[config.mk]
export PLATFORM = sky130hd
export DESIGN_NAME = fmap_writer_flat
export DESIGN_NICKNAME = d
export VERILOG_FILES = /design/src/rtl/fmap_writer_if.sv /design/src/rtl/fmap_writer.sv /design/src/flat_wrapper.sv
export SDC_FILE = /design/constraint.sdc
export NUM_CORES = 1
export LEC_CHECK = 0
export CAP_MARGIN = 20
export CELL_PAD_IN_SITES_DETAIL_PLACEMENT = 0
export CELL_PAD_IN_SITES_GLOBAL_PLACEMENT = 1
export CORE_UTILIZATION = 42
export CTS_BUF_LIST = sky130_fd_sc_hd__clkbuf_16
export DETAILED_ROUTE_END_ITERATION = 12
export PLACE_DENSITY_LB_ADDON = 0.1
export SYNTH_ARGS = -nofsm -noshare
export SYNTH_HDL_FRONTEND = slang
export SYNTH_SLANG_ARGS = --single-unit
[constraint.sdc]
create_clock -name clk -period 4.15 [get_ports clk]
set_clock_uncertainty 0.1 [all_clocks]
set_input_delay 1.0375 -clock clk [delete_from_list [all_inputs] [get_ports clk]]
set_output_delay 1.0375 -clock clk [all_outputs]
set_load 0.02 [all_outputs]
[src/rtl/fmap_writer_if.sv]
// Result-pixel stream into fmap_writer and the feature-map BRAM write port out of it.
interface fmap_writer_if #(
  parameter int unsigned ADDR_W = 13,
  parameter int unsigned DATA_W = 16
);
  logic [DATA_W-1:0] in_pix;
  logic              in_valid;
  logic              in_ready;
  logic              we;
  logic [ADDR_W-1:0] waddr;
  logic [DATA_W-1:0] wdata;

  modport master (output in_pix, in_valid, input in_ready, we, waddr, wdata);
  modport slave  (input in_pix, in_valid, output in_ready, we, waddr, wdata);
endinterface

[src/rtl/fmap_writer.sv]
// Writes a row-major result stream into a feature-map BRAM framed by a zero border.
// Build option FMAP_WRITER_RELU_EN clamps negative interior pixels to zero on write.
module fmap_writer #(
  parameter int unsigned IMG_W  = 64,
  parameter int unsigned ADDR_W = 13,
  parameter int unsigned DATA_W = 16
) (
  input  logic         clk,
  input  logic         rst,
  input  logic         start,
  input  logic [6:0]   out_w,
  input  logic [6:0]   out_h,
  input  logic [3:0]   pad_x,
  input  logic [3:0]   pad_y,
  fmap_writer_if.slave bus,
  output logic         busy,
  output logic         done
);
  localparam int unsigned DIM_W     = 8;
  localparam int unsigned SPAN_W    = 32;
  localparam int unsigned ADDR_SPAN = 32'(1) << ADDR_W;

  typedef enum logic [1:0] {IDLE, SCAN, FIN} state_t;
  state_t state;

  logic [DIM_W-1:0]  pw, ph, x_end, y_end, x, y;
  logic [3:0]        px, py;
  logic [ADDR_W-1:0] row_base;

  logic [DIM_W-1:0]  pw_c, ph_c;
  logic              start_ok_c, border_c, advance_c, row_end_c, last_c;
  logic [DATA_W-1:0] pix_c;

  // Padded frame size and acceptance check, evaluated on the live ports
  always_comb begin
    pw_c       = DIM_W'(out_w) + DIM_W'({pad_x, 1'b0});
    ph_c       = DIM_W'(out_h) + DIM_W'({pad_y, 1'b0});
    start_ok_c = start && (out_w != '0) && (out_h != '0)
              && (SPAN_W'(pw_c) <= IMG_W)
              && ((SPAN_W'(ph_c) * IMG_W) <= ADDR_SPAN);
  end

  // Classify the current scan position and decide whether it advances
  always_comb begin
    border_c  = (x < DIM_W'(px)) || (x >= x_end) || (y < DIM_W'(py)) || (y >= y_end);
    advance_c = (state == SCAN) && (border_c || bus.in_valid);
    row_end_c = (x == pw - DIM_W'(1));
    last_c    = row_end_c && (y == ph - DIM_W'(1));
`ifdef FMAP_WRITER_RELU_EN
    pix_c     = bus.in_pix[DATA_W-1] ? '0 : bus.in_pix;
`else
    pix_c     = bus.in_pix;
`endif
  end

  assign bus.in_ready = (state == SCAN) && !border_c;

  // Row base tracks y*IMG_W so the address is an add rather than a multiply
  always_ff @(posedge clk) begin
    if (rst) begin
      state     <= IDLE;
      busy      <= 1'b0;
      done      <= 1'b0;
      bus.we    <= 1'b0;
      bus.waddr <= '0;
      bus.wdata <= '0;
      pw        <= '0;
      ph        <= '0;
      x_end     <= '0;
      y_end     <= '0;
      px        <= '0;
      py        <= '0;
      x         <= '0;
      y         <= '0;
      row_base  <= '0;
    end else begin
      bus.we <= advance_c;
      done   <= (state == FIN);
      if (advance_c) begin
        bus.waddr <= row_base + ADDR_W'(x);
        bus.wdata <= border_c ? '0 : pix_c;
      end
      case (state)
        IDLE: begin
          if (start_ok_c) begin
            pw       <= pw_c;
            ph       <= ph_c;
            px       <= pad_x;
            py       <= pad_y;
            x_end    <= DIM_W'(pad_x) + DIM_W'(out_w);
            y_end    <= DIM_W'(pad_y) + DIM_W'(out_h);
            x        <= '0;
            y        <= '0;
            row_base <= '0;
            busy     <= 1'b1;
            state    <= SCAN;
          end
        end
        SCAN: begin
          if (advance_c) begin
            if (last_c) begin
              busy  <= 1'b0;
              state <= FIN;
            end else if (row_end_c) begin
              x        <= '0;
              y        <= y + DIM_W'(1);
              row_base <= row_base + ADDR_W'(IMG_W);
            end else begin
              x <= x + DIM_W'(1);
            end
          end
        end
        FIN:     state <= IDLE;
        default: state <= IDLE;
      endcase
    end
  end
endmodule

[src/flat_wrapper.sv]
// flat-port wrapper written by rule: the top's interface ports become plain ports
module fmap_writer_flat 
#(
  parameter int unsigned IMG_W  = 64,
  parameter int unsigned ADDR_W = 13,
  parameter int unsigned DATA_W = 16
)
  (clk, rst, start, out_w, out_h, pad_x, pad_y, busy, done, bus_in_pix, bus_in_valid, bus_in_ready, bus_we, bus_waddr, bus_wdata);
  fmap_writer_if #(.ADDR_W(ADDR_W), .DATA_W(DATA_W)) bus_i ();
  input  logic clk;
  input  logic rst;
  input  logic start;
  input  logic [6:0] out_w;
  input  logic [6:0] out_h;
  input  logic [3:0] pad_x;
  input  logic [3:0] pad_y;
  output logic busy;
  output logic done;
  input wire logic [$bits(bus_i.in_pix)-1:0] bus_in_pix;
  input wire logic [$bits(bus_i.in_valid)-1:0] bus_in_valid;
  output wire logic [$bits(bus_i.in_ready)-1:0] bus_in_ready;
  output wire logic [$bits(bus_i.we)-1:0] bus_we;
  output wire logic [$bits(bus_i.waddr)-1:0] bus_waddr;
  output wire logic [$bits(bus_i.wdata)-1:0] bus_wdata;
  assign bus_i.in_pix = bus_in_pix;
  assign bus_i.in_valid = bus_in_valid;
  assign bus_in_ready = bus_i.in_ready;
  assign bus_we = bus_i.we;
  assign bus_waddr = bus_i.waddr;
  assign bus_wdata = bus_i.wdata;
  fmap_writer #(.IMG_W(IMG_W), .ADDR_W(ADDR_W), .DATA_W(DATA_W)) u_core (.clk(clk), .rst(rst), .start(start), .out_w(out_w), .out_h(out_h), .pad_x(pad_x), .pad_y(pad_y), .bus(bus_i), .busy(busy), .done(done));
endmodule
**After elaboration in Yosys (flattened, before gate mapping)**

Index checks and enable logic that the tools add are counted.

- $add $sub $neg: 10
- Order comparisons: 6
- Eq/ne operators: 9
- Multiplexer cells: 23
- Reduce and logical (&&, ||, !) cells: 21

Operator list:

| kind | number |
|---|---|
| $mux 8 | 7 |
| $mux 13 | 4 |
| $pmux 8 s2 | 2 |
| $pmux 13 s2 | 1 |
| $add 4x7->8 | 2 |
| $add 7x5->8 | 2 |
| $add 8x1->8 const B | 2 |
| $eq 8x8->1 | 2 |
| $ge 8x8->1 | 2 |
| $lt 8x4->1 | 2 |
| $mux 16 | 1 |
| $sub 8x1->8 const B | 2 |
| $le 14x14->1 const B | 1 |
| $reduce_bool 7->1 | 2 |
| $add 13x7->13 const B | 1 |
| $add 13x8->13 | 1 |
| $le 8x7->1 const B | 1 |
| $ne 2x1->1 const B | 4 |
| $reduce_and 4->1 | 2 |
| $logic_and 1x1->1 | 7 |
| $mux 2 | 3 |
| $reduce_and 5->1 | 1 |
| $logic_or 1x1->1 | 4 |
| $pmux 2 s2 | 1 |
| 10 further kinds | 12 |

- Register bits: 103
- Bits of input ports: 42
- Output and inout port bits: 33
- Logic and storage cells: 84

**Logic depth before layout (Yosys ltp)**

Gate-level depths: netlist of the first run.

- Depth in word-level cells: 8
- Mapped depth: 13
- Mapped depth without buffers: 11

**Worst setup path after synthesis of the first run**

OpenSTA, ideal clock, no wires.

- Path kind: in2reg
- Start: in out_w[1]
- End: reg u_core.ph[0]
- Library setup time: 0.128 ns
- Arrival time: 3.601 ns
- Data required time: 3.922 ns
- Slack: 0.321 ns
- Cell stages on the path: 11
- Path buffers: 3
- Path through: ha_1 > fa_1 > xor2_1 > or4_1 > o31ai_1 > and4_4 > buf_6 > buf_2 > buf_4 > mux2i_1 > nor2_1

- Longest elaborated chain between the ends: 6
- Elaborated cells on any way between the ends: 8
- Those cells by class: add/sub: 1; order compare: 1; reduce/logical: 6

RTL lines:

| item | RTL line | source |
|---|---|---|
| start: declaration | flat_wrapper.sv:13 | `input logic [6:0] out_w;` |
| parallel branches: the longest is 3 deep, another holds $add 7x5->8 | n/a |  |
| $logic_and 1x1->1 (*) | fmap_writer.sv:39 | `&& (SPAN_W'(pw_c) <= IMG_W)` |
| $logic_and 1x1->1 (*) | fmap_writer.sv:40 | `&& ((SPAN_W'(ph_c) * IMG_W) <= ADDR_SPAN);` |
| $reduce_and 2->1 (no line) (*) | n/a |  |
| end signal: assignment | fmap_writer.sv:87 | `ph <= ph_c;` |
| end: declaration | fmap_writer.sv:26 | `logic [DIM_W-1:0] pw, ph, x_end, y_end, x, y;` |

Mark *: on every way between the ends.
A chain may end at the register's enable or synchronous reset.

**Worst setup path in the final report of the first run**

- Start: reg u_core.y[7]
- End: out bus_in_ready

- Longest elaborated chain between the ends: 5
- Elaborated cells on any way between the ends: 6
- Those cells by class: order compare: 2; reduce/logical: 4

RTL lines:

| item | RTL line | source |
|---|---|---|
| start: declaration | fmap_writer.sv:26 |  |
| start signal: assignment | fmap_writer.sv:106 | `y <= y + DIM_W'(1);` |
| $lt 8x4->1 | fmap_writer.sv:45 | `border_c = (x < DIM_W'(px)) \|\| (x >= x_end) \|\| (y < DIM_W'(py)) \|\| (y >= y_end);` |
| $logic_or 1x1->1 | fmap_writer.sv:45 |  |
| $logic_or 1x1->1 (*) | fmap_writer.sv:45 |  |
| $logic_not 1->1 (*) | fmap_writer.sv:56 | `assign bus.in_ready = (state == SCAN) && !border_c;` |
| $logic_and 1x1->1 (*) | fmap_writer.sv:56 |  |
| end: declaration | flat_wrapper.sv:21 | `output wire logic [$bits(bus_i.in_ready)-1:0] bus_in_ready;` |

Mark *: on every way between the ends. The rest lies on a longest branch, timed or not.

==> results of run 1 <==
## routing by layer
layer	part of all wire	up-vias	wire, um	GRT usage
met5	0	-	0	0
met4	0.017	0	250	0.0831
met3	0.042	16	610	0.0381
met2	0.45	106	6480	0.341
met1	0.50	2347	7200	0.290
li1	-	2564	-	-
## flip-flops by register name, indices dropped and copies added, names as in the netlist
| signal | count |
|---|---|
| u_core.y_end | 8 |
| u_core.done | 1 |
| u_core.px | 4 |
| u_core.ph | 8 |
| u_core.x_end | 8 |
| u_core.row_base | 7 |
| u_core.y | 8 |
| u_core.pw | 8 |
| u_core.x | 8 |
| u_core.bus.we | 1 |
| u_core.state | 2 |
| u_core.busy | 1 |
| u_core.py | 4 |
| u_core.bus.wdata | 16 |
| u_core.bus.waddr | 13 |
## metrics by stage
| stage | hold slack (ns) | cell area, um^2 | util | power [W] | instances |
|---|---|---|---|---|---|
| after floorplan | 0.354 | 5710 | - | 0.00138 | 668 |
| final | 0.354 | 7220 | 0.545 | 0.00247 | 944 |
| after CTS | 0.356 | 7200 | 0.544 | 0.00249 | 944 |
| after detailed placement | 0.346 | 6880 | 0.519 | 0.00159 | 928 |
| after global routing | 0.377 | 7220 | 0.545 | 0.00260 | 944 |
| after global placement | 0.340 | 6880 | 0.519 | 0.00157 | 928 |
## cell usage after synthesis, types with 4 or more instances
cell / n / area share
nand2_1: 36 / 0.024
xor2_1: 19 / 0.029
nand2b_1: 13 / 0.014
nand3_1: 24 / 0.021
mux2i_1: 34 / 0.060
nor2b_1: 15 / 0.016
nand4_1: 7 / 0.0077
fa_1: 4 / 0.014
o31ai_1: 8 / 0.011
or4_1: 5 / 0.0066
a21o_1: 4 / 0.0053
nor3_1: 6 / 0.0053
a31oi_1: 5 / 0.0055
ha_1: 45 / 0.099
a22oi_1: 16 / 0.021
buf_2: 6 / 0.0053
nor2_1: 89 / 0.059
dfxtp_1: 97 / 0.34
clkbuf_1: 20 / 0.013
xnor2_1: 25 / 0.038
o21ai_0: 31 / 0.027
nand3b_1: 4 / 0.0053
and3_1: 12 / 0.013
inv_1: 39 / 0.026
a211oi_1: 20 / 0.026
nor4_1: 6 / 0.0066
a21oi_1: 30 / 0.026
## final cells by class
type	instances	area (um^2)	share of cell area
inverters	39	146	0.0203
repair buffers	116	1090	0.151
multi-input cells	500	3500	0.485
clock buffers	9	225	0.0312
flip-flops and latches	97	1940	0.269
clock inverters	7	92.6	0.0128
well taps	176	220	0.0305
## path summary, 6_finish.rpt
check | from | to | slack [ns] | cells after the start
min reg2reg | u_core.bus.waddr[4] | u_core.bus.waddr[4] | 0.35 | 2
min | u_core.bus.waddr[4] | u_core.bus.waddr[4] | 0.35 | 2
max | u_core.y[7] | bus_in_ready | 0.13 | 5
max reg2reg | u_core.pw[0] | u_core.y[2] | 0.97 | 9
## repair_timing
item | in CTS | in global routing
setup endpoints to repair | 1 | 7
resized for setup | 1 | 3
cloned | 0 | 0
pin swaps | 0 | 0
## worst register-to-register path: stages, from the launching register on
cell	delay (ns)
dfxtp_1	0.44
inv_1	0.08
ha_1	0.30
xnor2_1	0.18
a2111o_1	0.42
a2111oi_1	0.40
and2_1	0.42
nand3_1	0.19
or3b_1	0.40
a21oi_1	0.17
## cells by family after synthesis
family,after synthesis,synth area share
adder cells (fa/ha/maj),49,0.113
flip-flops,97,0.340
buffers and inverters,71,0.0519
XOR/XNOR,44,0.0675
AO/OA/AOI/OAI,141,0.169
multiplexers,34,0.0596
AND/OR/NAND/NOR,232,0.199
## power by group through the flow
stage                     sequential [W]  combinational [W]  clock (W)
after floorplan                  0.00103           0.000349          0
after global placement           0.00103           0.000548          0
after detailed placement         0.00103           0.000561          0
after CTS                        0.00101           0.000565   0.000917
after global routing             0.00101           0.000623   0.000959
final                            0.00101           0.000563   0.000901
## placed cells by master (no fill, tap or decap), drive strengths merged, types with 13 or more instances in the layout
cell,Yosys,final
a22oi,16,16
buf,12,43
xnor2,25,25
clkdlybuf4s50,0,73
nand2b,13,13
nand2,36,36
inv,39,40
mux2i,34,34
a211oi,20,20
nor2b,15,15
nor2,89,89
ha,45,45
nand3,24,24
xor2,19,19
a21oi,30,30
o21ai,33,33
dfxtp,97,97
==> results.toml, run 1 <==
[run_status]
status = "finished clean"

[global_route]
grt_antenna_before_repair = 0
grt_max_degree = 52
grt_overflow = 0
track_usage = 0.215
grt_pass1_vias = 4857
grt_pass1_wl_um = 24200

[sta]
tns_ns = 0
hold_violations = 0
setup_ws_ns = 0.129
setup_viol = 0
rsz0062_at_grt = "no"
fin_crit_ns = 4.02
fmax_mhz = 249
max_slew_margin = 0.510
final.period_utilization = 0.969
worstMarginPinSlew_ns = 0.735
slew_violations = 0

[pwr]
p_comb_frac = 0.228
power_density_nw_per_um2 = 343
switching_share = 0.285
switchingPower_w = 0.000704
pwr-share-seq = 0.408
p_int_w = 0.00177
p_leak_nw = 2.79
ir_worst_vdd_uv = 212
clock_power_share = 0.364

[finish]
n_fill_cell = 1254
diodes = 0
nets = 854
syn2layout_area_growth_pct = 26.5
drive_gt1_frac = 0.0898

[synthesis]
synth_edf_count = 0
async_flop_share = 0
yosys_warnings = 0
synth.yosys.seq_area_share = 0.340
synth_fp_nets = 759
synth_seq_cells = 97
synthFlopType = "dfxtp_1"
syn_avg_cell_area_um2 = 8.55
netlist_area_um2 = 5710
syn_inst = 668
ys_types = 59

[routing]
routed-via-count = 5033
drtIter0Drc = 241
vias_per_cell = 5.33
ant_nets = 0
drt_wl_total_um = 14500
wire_per_inst_um = 15.4
drcViolationCount = 0
drt-pass1-iter-count = 4

[die]
io_pins = 75
row_count = 42
chipHeight_um = 119
coreArea_um2 = 13200
initial_core_util = 0.431
die-width_um = 119
die_area_um2 = 14100

[clocking]
cts-root-buf = "clkbuf_16"
cts_tree = "built"
clk_latency_ns = 0.35
cts-buffers-inserted = 9
clk_pin_slew_ns = 0.07
cts_setup_buffers = 0
cts_max_level = 3
ctsHoldBuffers = 0
clockBufferDepth = 2
clock-sinks = 97

[worst_setup_path]
required_ns = 3.01
crit_type = "reg -> out"
cpMaxStageDelayCell = "clkdlybuf4s50_1"
end_kind = "primary output"
slowest_delay_ns = 0.70
critical_path.top_delay_family = "buffers and inverters"
crit_path_max_fanout = 5
crit_buf_inv = 1
cp.arrival_ns = 2.88
startpoint_type = "register"
crit_chain = "ha_1, a211oi_2, o311ai_2, nor4_1, clkdlybuf4s50_1"

[place]
hpwlAfterDp_um = 11100
gp_congestion = 0.810
pre_cts_slack_ns = -0.322
io_buffers = 74

[min_path]
min_path_type = "reg -> reg"

[run]
drv_cap = 0
Power figures use the tool's default switching activity.
==> inputs of run 2 (changes only) <==
PLACE_DENSITY = 0.81   (was unset)
PLACE_DENSITY_LB_ADDON = unset   (was 0.1)
==> run 2 against run 1 <==
  * First-iteration DRC count shrank 11%
  * Flip-flop and latch count unchanged
  * Sequential power about the same
  * Design area is 0.52% lower
  * Power decreased by 5.5%
  * Critical path depth up 3
  * Critical path type unchanged
  * Critical endpoint unchanged
==> results.toml, run 2 (synthesized netlist as in run 1, its figures left out) <==
[worst_setup_path]
crit_path_max_fanout = 4
cp_common_cell = "nand4_1"
required_ns = 3.01
slowest_delay_ns = 0.65
cp.arrival_ns = 2.79
startpoint_type = "register"
rr_startpoint = "u_core.pw[0]"
crit_start = "u_core.y_end[2]"
crit_buf_inv = 2
critical_path.top_delay_family = "simple AND/OR/NAND/NOR gates"
crit_chain = "inv_1, ha_1, a21oi_1, o21ai_0, nand4_1, nand4_1, nor4_4, clkdlybuf4s50_1"
cpMaxStageDelayCell = "clkdlybuf4s50_1"
crit_type = "reg -> out"
end_kind = "primary output"

[routing]
drt-pass1-iter-count = 4
ant_nets = 0
routed-via-count = 5012
vias_per_cell = 5.30
wire_per_inst_um = 14.8
drt_wl_total_um = 14000
drtIter0Drc = 215
drcViolationCount = 0

[finish]
top_regs = "u_core.bus.wdata (16), u_core.bus.waddr (13)"
final_common_cell = "dfxtp_1"
largest_reg_flops = 16
n_fill_cell = 1255
drive_gt1_frac = 0.0871
layout_common_cells = "97 x dfxtp_1, 89 x nor2_1, 73 x clkdlybuf4s50_1, 45 x ha_1"
nets = 855
largest-register = "u_core.bus.wdata"
diodes = 0
final_util = 0.542
syn2layout_area_growth_pct = 25.8

[pwr]
power_density_nw_per_um2 = 325
switchingPower_w = 0.000694
switching_share = 0.297
clock_power_share = 0.327
ir_worst_vdd_uv = 175
pwr-share-seq = 0.432
p_comb_frac = 0.240
p_leak_nw = 2.78
p_int_w = 0.00164

[clocking]
clock-sinks = 97
clk_latency_ns = 0.35
cts_max_level = 3
cts_tree = "built"
ctsHoldBuffers = 0
clockBufferDepth = 2
cts-buffers-inserted = 9
cts-root-buf = "clkbuf_16"
clk_pin_slew_ns = 0.07

[die]
initial_core_util = 0.431
die-width_um = 119
io_pins = 75
die_area_um2 = 14100
row_count = 42
coreArea_um2 = 13200
chipHeight_um = 119

[global_route]
grt_antenna_before_repair = 0
grt_max_degree = 58
track_usage = 0.209
grt_pass1_vias = 4909
grt_overflow = 0
grt_pass1_wl_um = 23700

[place]
gp_congestion = 0.834
io_buffers = 74
pre_cts_slack_ns = -0.213
hpwlAfterDp_um = 10700

[sta]
tns_ns = 0
hold_violations = 0
max_slew_margin = 0.561
worstMarginPinSlew_ns = 0.658
setup_viol = 0
final.period_utilization = 0.947
fmax_mhz = 254
fin_crit_ns = 3.93
slew_violations = 0
rsz0062_at_grt = "no"
setup_ws_ns = 0.221

[run_status]
status = "finished clean"

[run]
drv_cap = 0

[min_path]
min_path_type = "reg -> reg"
min_from = "u_core.bus.waddr[4]"
[run 2: changes by cell type in the layout (fill, tap and decap cells not counted), sizes merged]
cell	change
buf	+1
bufinv	-2
clkinv	+3
clkinvlp	-2
inv	+1
[run 2: final timing paths]
check / end / slack (ns) / cells past startpoint
max: bus_in_ready / 0.22 / 8
min reg2reg: u_core.bus.waddr[4] / 0.36 / 2
max reg2reg: u_core.y[2] / 0.85 / 9
min: u_core.bus.waddr[4] / 0.36 / 2
[run 2: power by group through the flow]
stage	sequential [W]	clock (W)	combinational (W)
final	0.00101	0.000765	0.000562
after global routing	0.00102	0.000820	0.000623
after CTS	0.00101	0.000782	0.000557
after detailed placement	0.00103	0	0.000555
after global placement	0.00103	0	0.000540
after floorplan	0.00103	0	0.000349
[run 2: routing by layer]
metal	up-vias	global-route usage	part of all wire
met1	2295	0.283	0.48
li1	2567	-	-
met5	-	0	0
met2	129	0.330	0.45
met3	21	0.0391	0.055
met4	0	0.0712	0.016
[run 2: worst reg2reg max path, stage by stage, from the launching register on]
cell and delay, ns:
dfxtp_1 0.43, inv_1 0.07, ha_1 0.31, xnor2_1 0.19, a2111o_1 0.42, a2111oi_1 0.41
and2_1 0.45, nand3_1 0.21, or3b_1 0.42, a21oi_1 0.21
[run 2: timing repair]
| item | in CTS | in global routing |
|---|---|---|
| setup buffers | 0 | 0 |
| endpoints found under the setup margin | 0 | 6 |
| gates resized for setup | 0 | 5 |
[run 2: metrics by stage]
step                      instances  hold WS [ns]  total power [W]  instance area [um^2]
after floorplan                 668         0.354          0.00138                  5710
after global placement          929         0.343          0.00157                  6890
after detailed placement        929         0.351          0.00159                  6890
after CTS                       945         0.360          0.00235                  7150
after global routing            945         0.380          0.00246                  7180
final                           945         0.359          0.00234                  7180
[run 2: final cells by class]
type / count / area [um^2] / share of cell area
Inverter: 39 / 146 / 0.0204
Multi-Input combinational cell: 500 / 3510 / 0.489
Sequential cell: 97 / 1940 / 0.270
Timing Repair Buffer: 117 / 1100 / 0.153
Clock buffer: 9 / 225 / 0.0314
Clock inverter: 7 / 37.5 / 0.00523
Tap cell: 176 / 220 / 0.0307
==> inputs of run 3 (changes only) <==
CORE_UTILIZATION = 45   (was 42)
PLACE_DENSITY = 0.86   (was 0.81)
SLEW_MARGIN = 20   (was unset)
clock period = 5 ns   (was 4.15 ns; I/O delays follow)
==> run 3 against run 2 <==
  * First-iteration DRC count fell by 7.9%
  * Final cell count fell by 4.8%
  * Worst setup slack improved by 0.26 ns
  * Sequential power fell by 17%
  * Clock-buffer cell count did not move
  * Critical path depth fell by 1
  * Utilization rose by 1.6 points
  * Routed wire length fell by 3.7%
  * Register-to-register slack improved by 0.67 ns
  * Largest power group unchanged
==> results.toml, run 3 (synthesized netlist as in run 1, its figures left out) <==
[run_status]
status = "finished clean"

[min_path]
min_from = "u_core.bus.waddr[4]"
min_path_type = "reg -> reg"
holdPathStages = 2
holdPathEnd = "u_core.bus.waddr[4]"

[place]
pre_cts_slack_ns = 0.142
gp_congestion = 0.861
hpwlAfterDp_um = 10100
io_buffers = 74
place_inst = 884

[sta]
setup_viol = 0
setup_ws_ns = 0.479
fmax_mhz = 221
fin_crit_ns = 4.52
final.period_utilization = 0.904
rsz0062_at_grt = "no"
tns_ns = 0
max_slew_margin = 0.491
slew_violations = 0
holdWs_ns = 0.354
worstMarginPinSlew_ns = 0.764
hold_violations = 0

[pwr]
clock_power_share = 0.335
switchingPower_w = 0.000563
power_density_nw_per_um2 = 277
p_leak_nw = 2.58
p_int_w = 0.00133
switching_share = 0.298
pwr-share-seq = 0.442
finalPower_w = 0.00189
ir_worst_vdd_uv = 131
p_comb_frac = 0.222

[routing]
drt-pass1-iter-count = 4
routed-via-count = 4930
vias_per_cell = 5.48
drtIter0Drc = 198
ant_nets = 0
drt_wl_total_um = 13500
drcViolationCount = 0
wire_per_inst_um = 15.0

[global_route]
grt_pass1_wl_um = 22900
grt_max_degree = 57
grt_pass1_vias = 4707
track_usage = 0.223
grt_overflow = 0
grt_antenna_before_repair = 0

[clocking]
cts_setup_buffers = 0
cts-buffers-inserted = 9
cts-root-buf = "clkbuf_16"
clock-sinks = 97
clockBufferDepth = 2
clk_pin_slew_ns = 0.07
cts_max_level = 3
ctsHoldBuffers = 0
clk_latency_ns = 0.35
cts_tree = "built"
ctsResizeCount = 0

[finish]
layout_common_cells = "97 x dfxtp_1, 89 x nor2_1, 73 x clkdlybuf4s50_1, 45 x ha_1, 39 x inv_1"
final_cells = 900
final_common_cell = "dfxtp_1"
top_regs = "u_core.bus.wdata (16), u_core.bus.waddr (13)"
largest-register = "u_core.bus.wdata"
diodes = 0
nets = 818
largest_reg_flops = 16
syn2layout_area_growth_pct = 19.5
drive_gt1_frac = 0.0369

[worst_setup_path]
crit_buf_inv = 1
crit_chain = "ha_1, a21oi_1, o21ai_0, nand4_1, nand4_1, nor4_1, clkdlybuf4s50_1"
slowest_delay_ns = 0.72
rr_worst_depth = 9
startpoint_type = "register"
cp.arrival_ns = 3.17
required_ns = 3.65
cpMaxStageDelayCell = "clkdlybuf4s50_1"
crit_path_max_fanout = 10
end_kind = "primary output"
reg2reg_slack_ns = 1.52
critical_path.top_delay_family = "simple AND/OR/NAND/NOR gates"
rr_startpoint = "u_core.y[2]"
cp_common_cell = "nand4_1"
reg2reg_to = "u_core.x[2]"
crit_type = "reg -> out"

[die]
die_area_um2 = 13100
die-width_um = 115
coreArea_um2 = 12200
row_count = 40
io_pins = 75
initial_core_util = 0.468
chipHeight_um = 115

[run]
drv_cap = 0
## run 3: layout make-up
cell class	count	area, um^2
fillers	1185	5390
flip-flops and latches	97	1940
clock inverters	7	37.5
clock buffers	9	225
multi-input cells	500	3480
repair buffers	80	781
inverters	39	146
well taps	168	210
## run 3: routing by layer
layer	global-route usage	share of wire
met1	0.291	0.48
met2	0.362	0.45
met3	0.0503	0.059
met4	0.0779	0.015
met5	0	0
## run 3: power by group through the flow
stage / sequential, W / combinational, W / clock [W]
detailed placement: 0.000854 / 0.000420 / 0
CTS: 0.000836 / 0.000424 / 0.000643
finish: 0.000836 / 0.000420 / 0.000633
floorplan: 0.000855 / 0.000290 / 0
global placement: 0.000852 / 0.000408 / 0
global route: 0.000841 / 0.000469 / 0.000681
## run 3: tightest hold or removal path, delay by kind of cell, from the launching register on
family,cells,cell delay [ns]
flip-flops,1,0.31
AND/OR/NAND/NOR,1,0.05
AO/OA/AOI/OAI,1,0.05
## run 3: stage by stage
stage	instance area, um^2	util
after floorplan	5710	-
after global placement	6560	0.537
after detailed placement	6560	0.537
after CTS	6820	0.559
after global routing	6820	0.559
final	6820	0.559
## run 3: worst max-delay path by stage
| stage | start | endpoint | slack [ns] | depth (start not counted) |
|---|---|---|---|---|
| 2_1_floorplan | out_w[1] | u_core.ph[0] | 0.96 | 11 |
| 3_3_place_gp | out_h[1] | u_core.x[5] | 0.13 | 11 |
| 3_5_place_dp | out_h[1] | u_core.x[5] | 0.14 | 11 |
| 4_1_cts | out_h[1] | u_core.x[5] | 0.49 | 11 |
| 5_1_grt | out_h[1] | u_core.x[2] | 0.19 | 12 |
| 6_report | u_core.y[2] | bus_in_ready | 0.48 | 7 |
